<file path="config.mk">
export PLATFORM = sky130hd
export DESIGN_NAME = pll_loop_ctrl_flat
export DESIGN_NICKNAME = d
export VERILOG_FILES = /design/src/rtl/pll_loop_ctrl_if.sv /design/src/rtl/pll_loop_ctrl.sv /design/src/flat_wrapper.sv
export SDC_FILE = /design/constraint.sdc
export NUM_CORES = 1
export LEC_CHECK = 0
export CAP_MARGIN = 20
export CORE_MARGIN = 2
export CORE_UTILIZATION = 56
export CTS_CLUSTER_SIZE = 28
export DETAILED_ROUTE_END_ITERATION = 12
export PLACE_DENSITY = 0.87
export SYNTH_ARGS = -nofsm -noshare
export SYNTH_HDL_FRONTEND = slang
export SYNTH_SLANG_ARGS = --single-unit
</file>
<file path="constraint.sdc">
create_clock -name clk -period 5.7 [get_ports clk]
set_clock_uncertainty 0.15 [all_clocks]
set_input_delay 1.14 -clock clk [delete_from_list [all_inputs] [get_ports clk]]
set_output_delay 1.14 -clock clk [all_outputs]
set_load 0.05 [all_outputs]
</file>
<file path="src/rtl/pll_loop_ctrl_if.sv">
// Signal bundle between the PLL loop-filter sequencer and its environment.
//   enable         : run request
//   cp_current     : signed charge-pump current sample
//   vctrl          : loop-filter control voltage (monitored only)
//   filter_reset   : drives the loop filter's reset
//   filter_current : signed current into the loop filter
//   locked         : high while locked
//   lost_lock      : one-cycle pulse on loss of lock
//   rail_fault     : one-cycle pulse on a railed-voltage restart
//   state          : current controller state code
// master drives the inputs (charge pump / test side), slave is the controller.
interface pll_loop_ctrl_if;
  logic               enable;
  logic signed [23:0] cp_current;
  logic        [9:0]  vctrl;
  logic               filter_reset;
  logic signed [23:0] filter_current;
  logic               locked;
  logic               lost_lock;
  logic               rail_fault;
  logic        [2:0]  state;

  modport master (
    output enable, cp_current, vctrl,
    input  filter_reset, filter_current, locked, lost_lock, rail_fault, state
  );

  modport slave (
    input  enable, cp_current, vctrl,
    output filter_reset, filter_current, locked, lost_lock, rail_fault, state
  );
endinterface

</file>
<file path="src/rtl/pll_loop_ctrl.sv">
// Sequencing controller for the PLL loop filter.
// Holds the filter in reset, then drives a gear-shifted (amplified) charge-pump
// current during acquisition, then passes it through unscaled for tracking.
// Lock is declared from the current magnitude; loss of lock returns to
// acquisition and a railed control voltage restarts from CLEAR.
// Ports:
//   clk   : clock
//   reset : asynchronous, active-high reset
//   bus   : pll_loop_ctrl_if.slave (enable, cp_current, vctrl in;
//           filter_reset, filter_current, locked, lost_lock, rail_fault, state out)
module pll_loop_ctrl #(
  parameter int unsigned CLEAR_CYCLES  = 4,
  parameter int unsigned ACQ_SHIFT     = 3,
  parameter int unsigned ACQ_CYCLES    = 256,
  parameter int unsigned LOCK_THRESH   = 64,
  parameter int unsigned LOCK_COUNT    = 32,
  parameter int unsigned UNLOCK_THRESH = 512,
  parameter int unsigned UNLOCK_COUNT  = 8,
  parameter int unsigned RAIL_COUNT    = 16
) (
  input  logic           clk,
  input  logic           reset,
  pll_loop_ctrl_if.slave bus
);

  typedef enum logic [2:0] {
    StIdle    = 3'd0,
    StClear   = 3'd1,
    StAcquire = 3'd2,
    StTrack   = 3'd3,
    StLocked  = 3'd4
  } state_e;

  localparam int unsigned PhMax = (CLEAR_CYCLES > ACQ_CYCLES) ? CLEAR_CYCLES : ACQ_CYCLES;
  localparam int unsigned PhW   = $clog2(PhMax + 1);
  localparam int unsigned WinW  = $clog2(LOCK_COUNT + 1);
  localparam int unsigned OutW  = $clog2(UNLOCK_COUNT + 1);
  localparam int unsigned RailW = $clog2(RAIL_COUNT + 1);
  // One guard bit above the shifted value so overflow is visible in the top bits.
  localparam int unsigned WideW = 25 + ACQ_SHIFT;

  localparam logic [PhW-1:0]   ClearLast = PhW'(CLEAR_CYCLES - 1);
  localparam logic [PhW-1:0]   AcqLast   = PhW'(ACQ_CYCLES - 1);
  localparam logic [WinW-1:0]  WinLast   = WinW'(LOCK_COUNT - 1);
  localparam logic [OutW-1:0]  OutLast   = OutW'(UNLOCK_COUNT - 1);
  localparam logic [RailW-1:0] RailLast  = RailW'(RAIL_COUNT - 1);
  localparam logic [23:0]      LockThr   = 24'(LOCK_THRESH);
  localparam logic [23:0]      UnlockThr = 24'(UNLOCK_THRESH);

  state_e             state_q, state_d;
  logic [PhW-1:0]     ph_q, ph_d;
  logic [WinW-1:0]    win_q, win_d;
  logic [OutW-1:0]    out_q, out_d;
  logic [RailW-1:0]   rail_q, rail_d;
  logic               lost_q, lost_d;
  logic               fault_q, fault_d;
  logic signed [23:0] fc_q, fc_d;

  // Magnitude as unsigned so that -2^23 maps to 2^23 without overflow.
  logic [23:0] cp_u;
  logic [23:0] mag;
  logic        in_win;
  logic        out_win;
  logic        rail_hit;
  logic        monitoring;
  logic        rail_done;

  assign cp_u       = bus.cp_current;
  assign mag        = cp_u[23] ? (~cp_u + 24'd1) : cp_u;
  assign in_win     = (mag <= LockThr);
  assign out_win    = (mag > UnlockThr);
  assign rail_hit   = (bus.vctrl == 10'd0) || (bus.vctrl == 10'd1023);
  assign monitoring = (state_q == StTrack) || (state_q == StLocked);
  assign rail_done  = monitoring && rail_hit && (rail_q >= RailLast);

  // Gear-shifted current with saturation to the 24-bit signed range.
  logic signed [WideW-1:0] cp_wide;
  logic signed [WideW-1:0] cp_shifted;
  logic                    pos_ovf;
  logic                    neg_ovf;
  logic signed [23:0]      cp_gear;

  assign cp_wide    = WideW'(bus.cp_current);
  assign cp_shifted = cp_wide <<< ACQ_SHIFT;
  assign pos_ovf    = !cp_shifted[WideW-1] && (|cp_shifted[WideW-2:23]);
  assign neg_ovf    = cp_shifted[WideW-1] && !(&cp_shifted[WideW-2:23]);

  always_comb begin
    cp_gear = cp_shifted[23:0];
    if (pos_ovf) begin
      cp_gear = 24'sh7fffff;
    end else if (neg_ovf) begin
      cp_gear = 24'sh800000;
    end
  end

  // Every counter stops at its terminal value because reaching it forces a
  // transition that clears it, so none can wrap.
  always_comb begin
    state_d = state_q;
    ph_d    = ph_q;
    win_d   = '0;
    out_d   = '0;
    rail_d  = '0;
    lost_d  = 1'b0;
    fault_d = 1'b0;

    if (monitoring && rail_hit) begin
      rail_d = (rail_q >= RailLast) ? rail_q : rail_q + 1'b1;
    end

    case (state_q)
      StIdle: begin
        ph_d = '0;
        if (bus.enable) begin
          state_d = StClear;
        end
      end
      StClear: begin
        if (ph_q >= ClearLast) begin
          state_d = StAcquire;
          ph_d    = '0;
        end else begin
          ph_d = ph_q + 1'b1;
        end
      end
      StAcquire: begin
        if (ph_q >= AcqLast) begin
          state_d = StTrack;
          ph_d    = '0;
        end else begin
          ph_d = ph_q + 1'b1;
        end
      end
      StTrack: begin
        // The sample that completes the run triggers the lock.
        if (in_win) begin
          if (win_q >= WinLast) begin
            state_d = StLocked;
          end else begin
            win_d = win_q + 1'b1;
          end
        end
      end
      StLocked: begin
        if (out_win) begin
          if (out_q >= OutLast) begin
            state_d = StAcquire;
            ph_d    = '0;
            lost_d  = 1'b1;
          end else begin
            out_d = out_q + 1'b1;
          end
        end
      end
      default: begin
        state_d = StIdle;
        ph_d    = '0;
      end
    endcase

    // Rail restart outranks the state-specific transition (including unlock).
    if (rail_done) begin
      state_d = StClear;
      ph_d    = '0;
      win_d   = '0;
      out_d   = '0;
      rail_d  = '0;
      lost_d  = 1'b0;
      fault_d = 1'b1;
    end

    // Dropping enable outranks everything and suppresses both pulses.
    if (!bus.enable) begin
      state_d = StIdle;
      ph_d    = '0;
      win_d   = '0;
      out_d   = '0;
      rail_d  = '0;
      lost_d  = 1'b0;
      fault_d = 1'b0;
    end

    // Scaling follows the state being entered on this edge.
    case (state_d)
      StAcquire:         fc_d = cp_gear;
      StTrack, StLocked: fc_d = bus.cp_current;
      default:           fc_d = '0;
    endcase
  end

  always_ff @(posedge clk or posedge reset) begin
    if (reset) begin
      state_q <= StIdle;
      ph_q    <= '0;
      win_q   <= '0;
      out_q   <= '0;
      rail_q  <= '0;
      lost_q  <= 1'b0;
      fault_q <= 1'b0;
      fc_q    <= '0;
    end else begin
      state_q <= state_d;
      ph_q    <= ph_d;
      win_q   <= win_d;
      out_q   <= out_d;
      rail_q  <= rail_d;
      lost_q  <= lost_d;
      fault_q <= fault_d;
      fc_q    <= fc_d;
    end
  end

  assign bus.state          = state_q;
  assign bus.filter_reset   = (state_q == StIdle) || (state_q == StClear);
  assign bus.locked         = (state_q == StLocked);
  assign bus.lost_lock      = lost_q;
  assign bus.rail_fault     = fault_q;
  assign bus.filter_current = fc_q;

endmodule

</file>
<file path="src/flat_wrapper.sv">
// flat-port wrapper written by rule: the top's interface ports become plain ports
module pll_loop_ctrl_flat 
#(
  parameter int unsigned CLEAR_CYCLES  = 4,
  parameter int unsigned ACQ_SHIFT     = 3,
  parameter int unsigned ACQ_CYCLES    = 256,
  parameter int unsigned LOCK_THRESH   = 64,
  parameter int unsigned LOCK_COUNT    = 32,
  parameter int unsigned UNLOCK_THRESH = 512,
  parameter int unsigned UNLOCK_COUNT  = 8,
  parameter int unsigned RAIL_COUNT    = 16
)
  (clk, reset, bus_enable, bus_cp_current, bus_vctrl, bus_filter_reset, bus_filter_current, bus_locked, bus_lost_lock, bus_rail_fault, bus_state);
  pll_loop_ctrl_if bus_i ();
  input  logic clk;
  input  logic reset;
  input wire logic [$bits(bus_i.enable)-1:0] bus_enable;
  input wire logic [$bits(bus_i.cp_current)-1:0] bus_cp_current;
  input wire logic [$bits(bus_i.vctrl)-1:0] bus_vctrl;
  output wire logic [$bits(bus_i.filter_reset)-1:0] bus_filter_reset;
  output wire logic [$bits(bus_i.filter_current)-1:0] bus_filter_current;
  output wire logic [$bits(bus_i.locked)-1:0] bus_locked;
  output wire logic [$bits(bus_i.lost_lock)-1:0] bus_lost_lock;
  output wire logic [$bits(bus_i.rail_fault)-1:0] bus_rail_fault;
  output wire logic [$bits(bus_i.state)-1:0] bus_state;
  assign bus_i.enable = bus_enable;
  assign bus_i.cp_current = bus_cp_current;
  assign bus_i.vctrl = bus_vctrl;
  assign bus_filter_reset = bus_i.filter_reset;
  assign bus_filter_current = bus_i.filter_current;
  assign bus_locked = bus_i.locked;
  assign bus_lost_lock = bus_i.lost_lock;
  assign bus_rail_fault = bus_i.rail_fault;
  assign bus_state = bus_i.state;
  pll_loop_ctrl #(.CLEAR_CYCLES(CLEAR_CYCLES), .ACQ_SHIFT(ACQ_SHIFT), .ACQ_CYCLES(ACQ_CYCLES), .LOCK_THRESH(LOCK_THRESH), .LOCK_COUNT(LOCK_COUNT), .UNLOCK_THRESH(UNLOCK_THRESH), .UNLOCK_COUNT(UNLOCK_COUNT), .RAIL_COUNT(RAIL_COUNT)) u_core (.clk(clk), .reset(reset), .bus(bus_i));
endmodule
</file>
==> metrics.md, run 1 <==
| Metric | Value |
|---|---|
| Outcome | completed |
| Crit end category | flip-flop |
| Area leader, netlist | dfrtp_1 |
| WP data required | 5780 ps |
| Chip width | 80.09 um |
| Post-CTS sizing | 0 |
| Pwr Density | 234.5 nW/um2 |
| Root Driver | clkbuf_8 |
| CP max FO | 23 |
| Post-Syn Area | approximately 3200 um2 |
| H-tree depth | 2 |
| Synth area leaders | dfrtp_1, mux2i_1, o21ai_0, nand2_1, nor2_1 |
| Die area | between 6000 and 7000 um2 |
| Share of layout cells above drive strength 1 | roughly 5.4% |
| Setup CP Type | input pin to flip-flop |
| Avg WL per Cell | ~17 um |
| Hold Crit Class | flip-flop to flip-flop |
| Number of global-route vias before repair | around 2.9k |
| Post-Route WL | approximately 8400 um |
| Startpoint Class | input pin |
| GP Congestion | 0.9383 |
| Final #Nets | 470 |
| Gr ovfl total | 0 |
| Residual DRC | 0 |
| Initial DRC count | slightly below 200 |
| Lkg Pwr | ~1.8 nW |
| Sequential share of the synthesized area | 40.91% |
| Synthesized instance count | 367 |
| Crit path cell chain | clkdlybuf4s50_1 > or3_4 > nor4_4 > o221ai_1 > o21ai_1 > or4b_4 > nor4_4 > a311oi_1 > o21ai_2 > buf_4 > mux2i_1 |
| Post-synth top cells | dfrtp_1, nand2_1, nor2_1, o21ai_0, mux2i_1 |
| Finished Core Util | 72.99% |
| Max cap viols | 0 |
| Final hold vios | 0 |
| Largest net degree at the start of global routing | 54 |
| Most used cell, CP | nor4_4 |
| DR WL met3 | 468 um |
| CTS Buf Count | 5 |
| Postcts setup bufs | 0 |
| Max Root-Sink Buffers | 2 |
| Total power | roughly 0.00095 W |
| Hold buffer count at cts | 0 |
| DRT antenna net count | 0 |
| Post-synth EDFFs | 0 |
| Worst EP arrival | about 4600 ps |
| Syn Nets | ~400 |
| TNS Setup | 0 ps |
| Clock tree sinks | 53 |
| Clock Pin Slew Worst Setup and Hold Paths | 90 ps |
| HPWL Detailed | 6115 um |
| Primary FF master, synth | dfrtp_1 |
| Port Buffers | 67 |
| Ys async rst share | 100.0% |
| Register bit total from synthesis | 53 |
| Clk_lat worst skew | 310 ps |
| CTS tree | yes |
| Crit path time final | 4535 ps |
| Synth warn | 0 |
| Synth-to-Final Area Change | 24.74% |
| Die Y | around 80 um |
| Uppermost layer routed | met4 |
| Unrepaired setup endpoints after global routing | false |
| VDD IR max | 0.0001296 V |
| Tcrit/Tclk final | 79.56% |
| Yosys top cell area share | 40.91% |
| DRT met1 WL | 3303 um |
| Detailed-route via count | 3070 |
| Final setup vio count | 0 |
| Initial Utilization | 58.51% |
| First drt pass iteration count | 5 |
| Worst slew pin tran | 983.1 ps |
| Drt via density | around 6.2 |
| Worst path bufs/invs | 2 |
| Dominant cell by count in the synthesized netlist | dfrtp_1 |
| Hold_ws | 316.6 ps |
| Top-Level Pins | 68 |
| Initial antenna violation count | 0 |
| Crit-path leading delay family | simple AND/OR/NAND/NOR gates |
| Syn avg cell area | a little under 9 um2 |
| First-pass GRT wire length | roughly 14000 um |
| Crit-path max cell delay | 550 ps |
| Core footprint | 5540 um2 |
| Synth cell types | slightly below 60 |
| Gr usage total | between 20% and 30% |
| Max Clock Freq | 220.5 MHz |
| Max-slew headroom | between 30% and 40% |
| Antenna fix cells | 0 |
| Met2 wire length | about 4500 um |
| Slew Viols, Final | 0 |
| Std-Cell Rows | 27 |
| Critical-path top delay cell | clkdlybuf4s50_1 |
placed cells by master (no fill, tap or decap), types with 4 or more instances in the layout:
master,netlist,final
mux2i_1,26,26
a21oi_1,13,13
and2_1,5,5
dfrtp_1,53,53
clkdlybuf4s50_1,0,67
ha_1,6,6
a31oi_1,6,6
o21a_1,4,4
nand3_1,15,15
nor2_1,35,35
nand2_1,41,41
clkbuf_8,0,6
xor2_1,4,4
o21ai_0,31,31
or3_1,5,5
and3_1,5,5
nor4_1,11,11
buf_4,1,4
inv_1,15,14
nand4_1,6,6
nor3_1,15,15
metrics by stage:
stage / std cells / instance area (um2) / worst slack [ps]
floorplan: 367 / 3242 / 1795
global placement: 490 / 3926 / 999.4
detailed placement: 490 / 3926 / 851.2
CTS: 497 / 4016 / 1170
global route: 499 / 4044 / 914.6
finish: 499 / 4044 / 1165
layer usage:
| metal | global-route usage, % | up-vias |
|---|---|---|
| li1 | - | 1452 |
| met1 | 32.05 | 1481 |
| met2 | 49.50 | 123 |
| met3 | 4.045 | 14 |
| met4 | 10.85 | 0 |
| met5 | 0 | - |
path summary, 6_finish.rpt:
path                                    from                      endpoint  slack (ps)  cells past startpoint
max reg2reg                 u_core.rail_q[0]                u_core.ph_q[3]        2440                      8
min in group asynchronous              reset              u_core.rail_q[4]        1020                      2
max                        bus_cp_current[5]  u_core.bus.filter_current[0]        1170                     11
min                          u_core.out_q[0]               u_core.out_q[0]         320                      1
min reg2reg                  u_core.out_q[0]               u_core.out_q[0]         320                      1
max in group asynchronous              reset  u_core.bus.filter_current[4]        3850                      3
final cells by class:
type | count | area [um2]
multi-input combinational | 280 | 1760
fill | 434 | 1496
sequential | 53 | 1326
timing repair buffer | 72 | 720.7
tap | 72 | 90.09
clock buffer | 6 | 82.58
inverter | 15 | 56.30
clock inverter | 1 | 7.507
power by group:
group | total, W | leakage, nW | internal [W] | switching, W
Clock | 0.000216 | 0.0433 | 0.0000962 | 0.000120
Sequential | 0.000419 | 0.735 | 0.000402 | 0.0000173
Combinational | 0.000313 | 1.04 | 0.000112 | 0.000201
sequential cells by signal, indices dropped and copies added (netlist names):
register / count
u_core.bus.filter_current: 24
u_core.ph_q: 9
u_core.win_q: 6
u_core.rail_q: 5
u_core.out_q: 4
u_core.bus.state: 3
u_core.bus.lost_lock: 1
u_core.bus.rail_fault: 1
kinds of logic (layout without fill, tap and decap cells):
logic type      Yosys count  after routing  synth area share [%]
fa+ha+maj                 6              6                 2.316
simple gates            160            160                 26.52
compound gates           81             81                 15.55
flops                    53             53                 40.91
buf+inv                  34             94                 4.786
xor+xnor                  7              7                 1.891
mux                      26             26                 8.028
Power figures use the tool's default switching activity.
==> run 2: changes to the inputs <==
--- a/config.mk
+++ b/config.mk
@@ -7,10 +7,10 @@
 export LEC_CHECK = 0
 export CAP_MARGIN = 20
 export CORE_MARGIN = 2
-export CORE_UTILIZATION = 56
+export CORE_UTILIZATION = 52
 export CTS_CLUSTER_SIZE = 28
 export DETAILED_ROUTE_END_ITERATION = 12
-export PLACE_DENSITY = 0.87
+export PLACE_DENSITY = 0.81
 export SYNTH_ARGS = -nofsm -noshare
 export SYNTH_HDL_FRONTEND = slang
 export SYNTH_SLANG_ARGS = --single-unit
==> constraint.sdc (replaced) <==
create_clock -name clk -period 4.6 [get_ports clk]
set_clock_uncertainty 0.15 [all_clocks]
set_input_delay 0.92 -clock clk [delete_from_list [all_inputs] [get_ports clk]]
set_output_delay 0.92 -clock clk [all_outputs]
set_load 0.05 [all_outputs]
==> run 2 against run 1 <==
Compared with the run above:
- wire length increased by 0.18%
- die area up 7.3%
- sequential cell count unchanged
- first-iteration DRC count fell by 6.7%
- power rose by 31%
- critical path type unchanged
- critical endpoint is now u_core.bus.filter_current[17]
- largest cell class unchanged
- largest power group unchanged
==> metrics.md, run 2 (synthesis gave the netlist of run 1 again) <==
| Metric | Value |
|---|---|
| Outcome | completed |
| GP Congestion | 0.9597 |
| Postcts setup bufs | 0 |
| Post-Route WL | 8448 um |
| WP data required | 4670 ps |
| Max Root-Sink Buffers | 2 |
| Switch Pwr | between 0.0004 and 0.0005 W |
| Final setup vio count | 0 |
| Sw Ratio | 33.89% |
| Post-Place Cell Area | 4018 um2 |
| DRT antenna net count | 0 |
| Number of global-route vias before repair | 2995 |
| Crit path time final | 4139 ps |
| Root Driver | clkbuf_8 |
| Critical-path top delay cell | or4b_4 |
| Drt via density | ~6 |
| Hold buffer count at cts | 0 |
| Synth-to-Final Area Change | 27.52% |
| First drt pass iteration count | 5 |
| Clock tree sinks | 53 |
| Max FFs per register | 24 |
| Most used cell, CP | mux2i_1 |
| VDD IR max | 0.0001605 V |
| Hold_ws | about 330 ps |
| CTS Buf Count | 5 |
| TNS Setup | 0 ps |
| Post-CTS sizing | 0 |
| Crit path cell chain | clkdlybuf4s50_1 > buf_4 > nor3_1 > nand4_1 > mux2i_1 > o21ai_0 > or4b_4 > nor4_4 > a311oi_1 > o21ai_2 > buf_12 > mux2i_1 |
| Max-slew headroom | 54.78% |
| CTS tree | yes |
| Share of layout cells above drive strength 1 | 7.110% |
| H-tree depth | 2 |
| Worst path bufs/invs | 3 |
| Max cap viols | 0 |
| FF+latch area | 1326 um2 |
| Clock Pin Slew Worst Setup and Hold Paths | 90 ps |
| Crit-path leading delay family | simple AND/OR/NAND/NOR gates |
| Core footprint | 5956 um2 |
| Most frequent cells in the layout | clkdlybuf4s50_1, dfrtp_1, nand2_1 |
| Tcrit/Tclk final | 89.98% |
| Final #Nets | 478 |
| Area occupied by multi-input gates | about 1800 um2 |
| Finished Core Util | 69.41% |
| Gr usage total | 24.68% |
| HPWL Detailed | between 6000 and 7000 um |
| Lkg Pwr | 1.874 nW |
| Residual DRC | 0 |
| CP max FO | 23 |
| Crit-path max cell delay | around 530 ps |
| Initial antenna violation count | 0 |
| Hold Crit Class | flip-flop to flip-flop |
| Worst EP arrival | approximately 4200 ps |
| Sequential share of power | 41.8% |
| Avg WL per Cell | 16.53 um |
| Gr ovfl total | 0 |
| Port Buffers | 67 |
| Chip width | 82.96 um |
| Die area | a little under 7000 um2 |
| First-pass GRT wire length | between 10000 and 15000 um |
| Antenna fix cells | 0 |
| Crit end category | flip-flop |
| Largest net degree at the start of global routing | 33 |
| Detailed-route via count | 3081 |
| Clk_lat worst skew | 300 ps |
| FILL cells | between 400 and 500 |
| Total power | 0.001241 W |
| Worst slew pin tran | slightly below 700 ps |
| Setup CP Type | input pin to flip-flop |
| Pwr Density | 300.2 nW/um2 |
| Unrepaired setup endpoints after global routing | false |
| Std-Cell Rows | 28 |
| Initial Utilization | a little over half |
| Comb pwr share | 31.8% |
| Clk pwr share | 26.4% |
| Slew Viols, Final | 0 |
| Commonest non-fill, non-tap cell in the layout | clkdlybuf4s50_1 |
| Initial DRC count | 180 |
| Final hold vios | 0 |
| Internal power | about 0.00082 W |
| Top-Level Pins | just under 70 |
| Startpoint Class | input pin |
| Die Y | about 83 um |
| Post-route cell area | ~4100 um2 |
| Max Clock Freq | approximately 240 MHz |
run 2: path summary, 6_finish.rpt:
kind / to / cells after the start / start / slack, ps
hold / removal: u_core.out_q[0] / 1 / u_core.out_q[0] / 330
hold reg to reg: u_core.out_q[0] / 1 / u_core.out_q[0] / 330
max in group asynchronous: u_core.out_q[1] / 3 / reset / 2660
setup / recovery: u_core.bus.filter_current[17] / 12 / bus_cp_current[5] / 460
min in group asynchronous: u_core.win_q[4] / 2 / reset / 880
setup reg to reg: u_core.bus.filter_current[16] / 14 / u_core.ph_q[0] / 1620
run 2: power by group through the flow:
stage          Sequential [W]  Clock, W  Combinational (W)
2_1_floorplan        0.000620         0           0.000154
3_3_place_gp         0.000528         0           0.000385
3_5_place_dp         0.000529         0           0.000393
4_1_cts              0.000519  0.000332           0.000394
5_1_grt              0.000523  0.000352           0.000424
6_report             0.000519  0.000327           0.000395
run 2: per-layer routing:
| metal | wire [um] | global-route usage, % |
|---|---|---|
| met5 | 0 | 0 |
| met3 | 365 | 3.082 |
| met4 | 171 | 7.899 |
| met2 | 4424 | 46.11 |
| met1 | 3486 | 29.21 |
run 2: through the flow:
stage	setup WS (ps)	std cells
finish	460.9	511
global placement	249.3	503
global route	218.0	511
detailed placement	189.8	503
floorplan	915.4	367
CTS	505.5	511
run 2: cell type report:
| type | count | area share [%] |
|---|---|---|
| Multi-Input combinational cell | 280 | 42.58 |
| Sequential cell | 53 | 32.08 |
| Timing Repair Buffer | 80 | 18.89 |
| Clock buffer | 7 | 2.088 |
| Inverter | 15 | 1.362 |
| Tap cell | 75 | 2.270 |
| Clock inverter | 1 | 0.7264 |
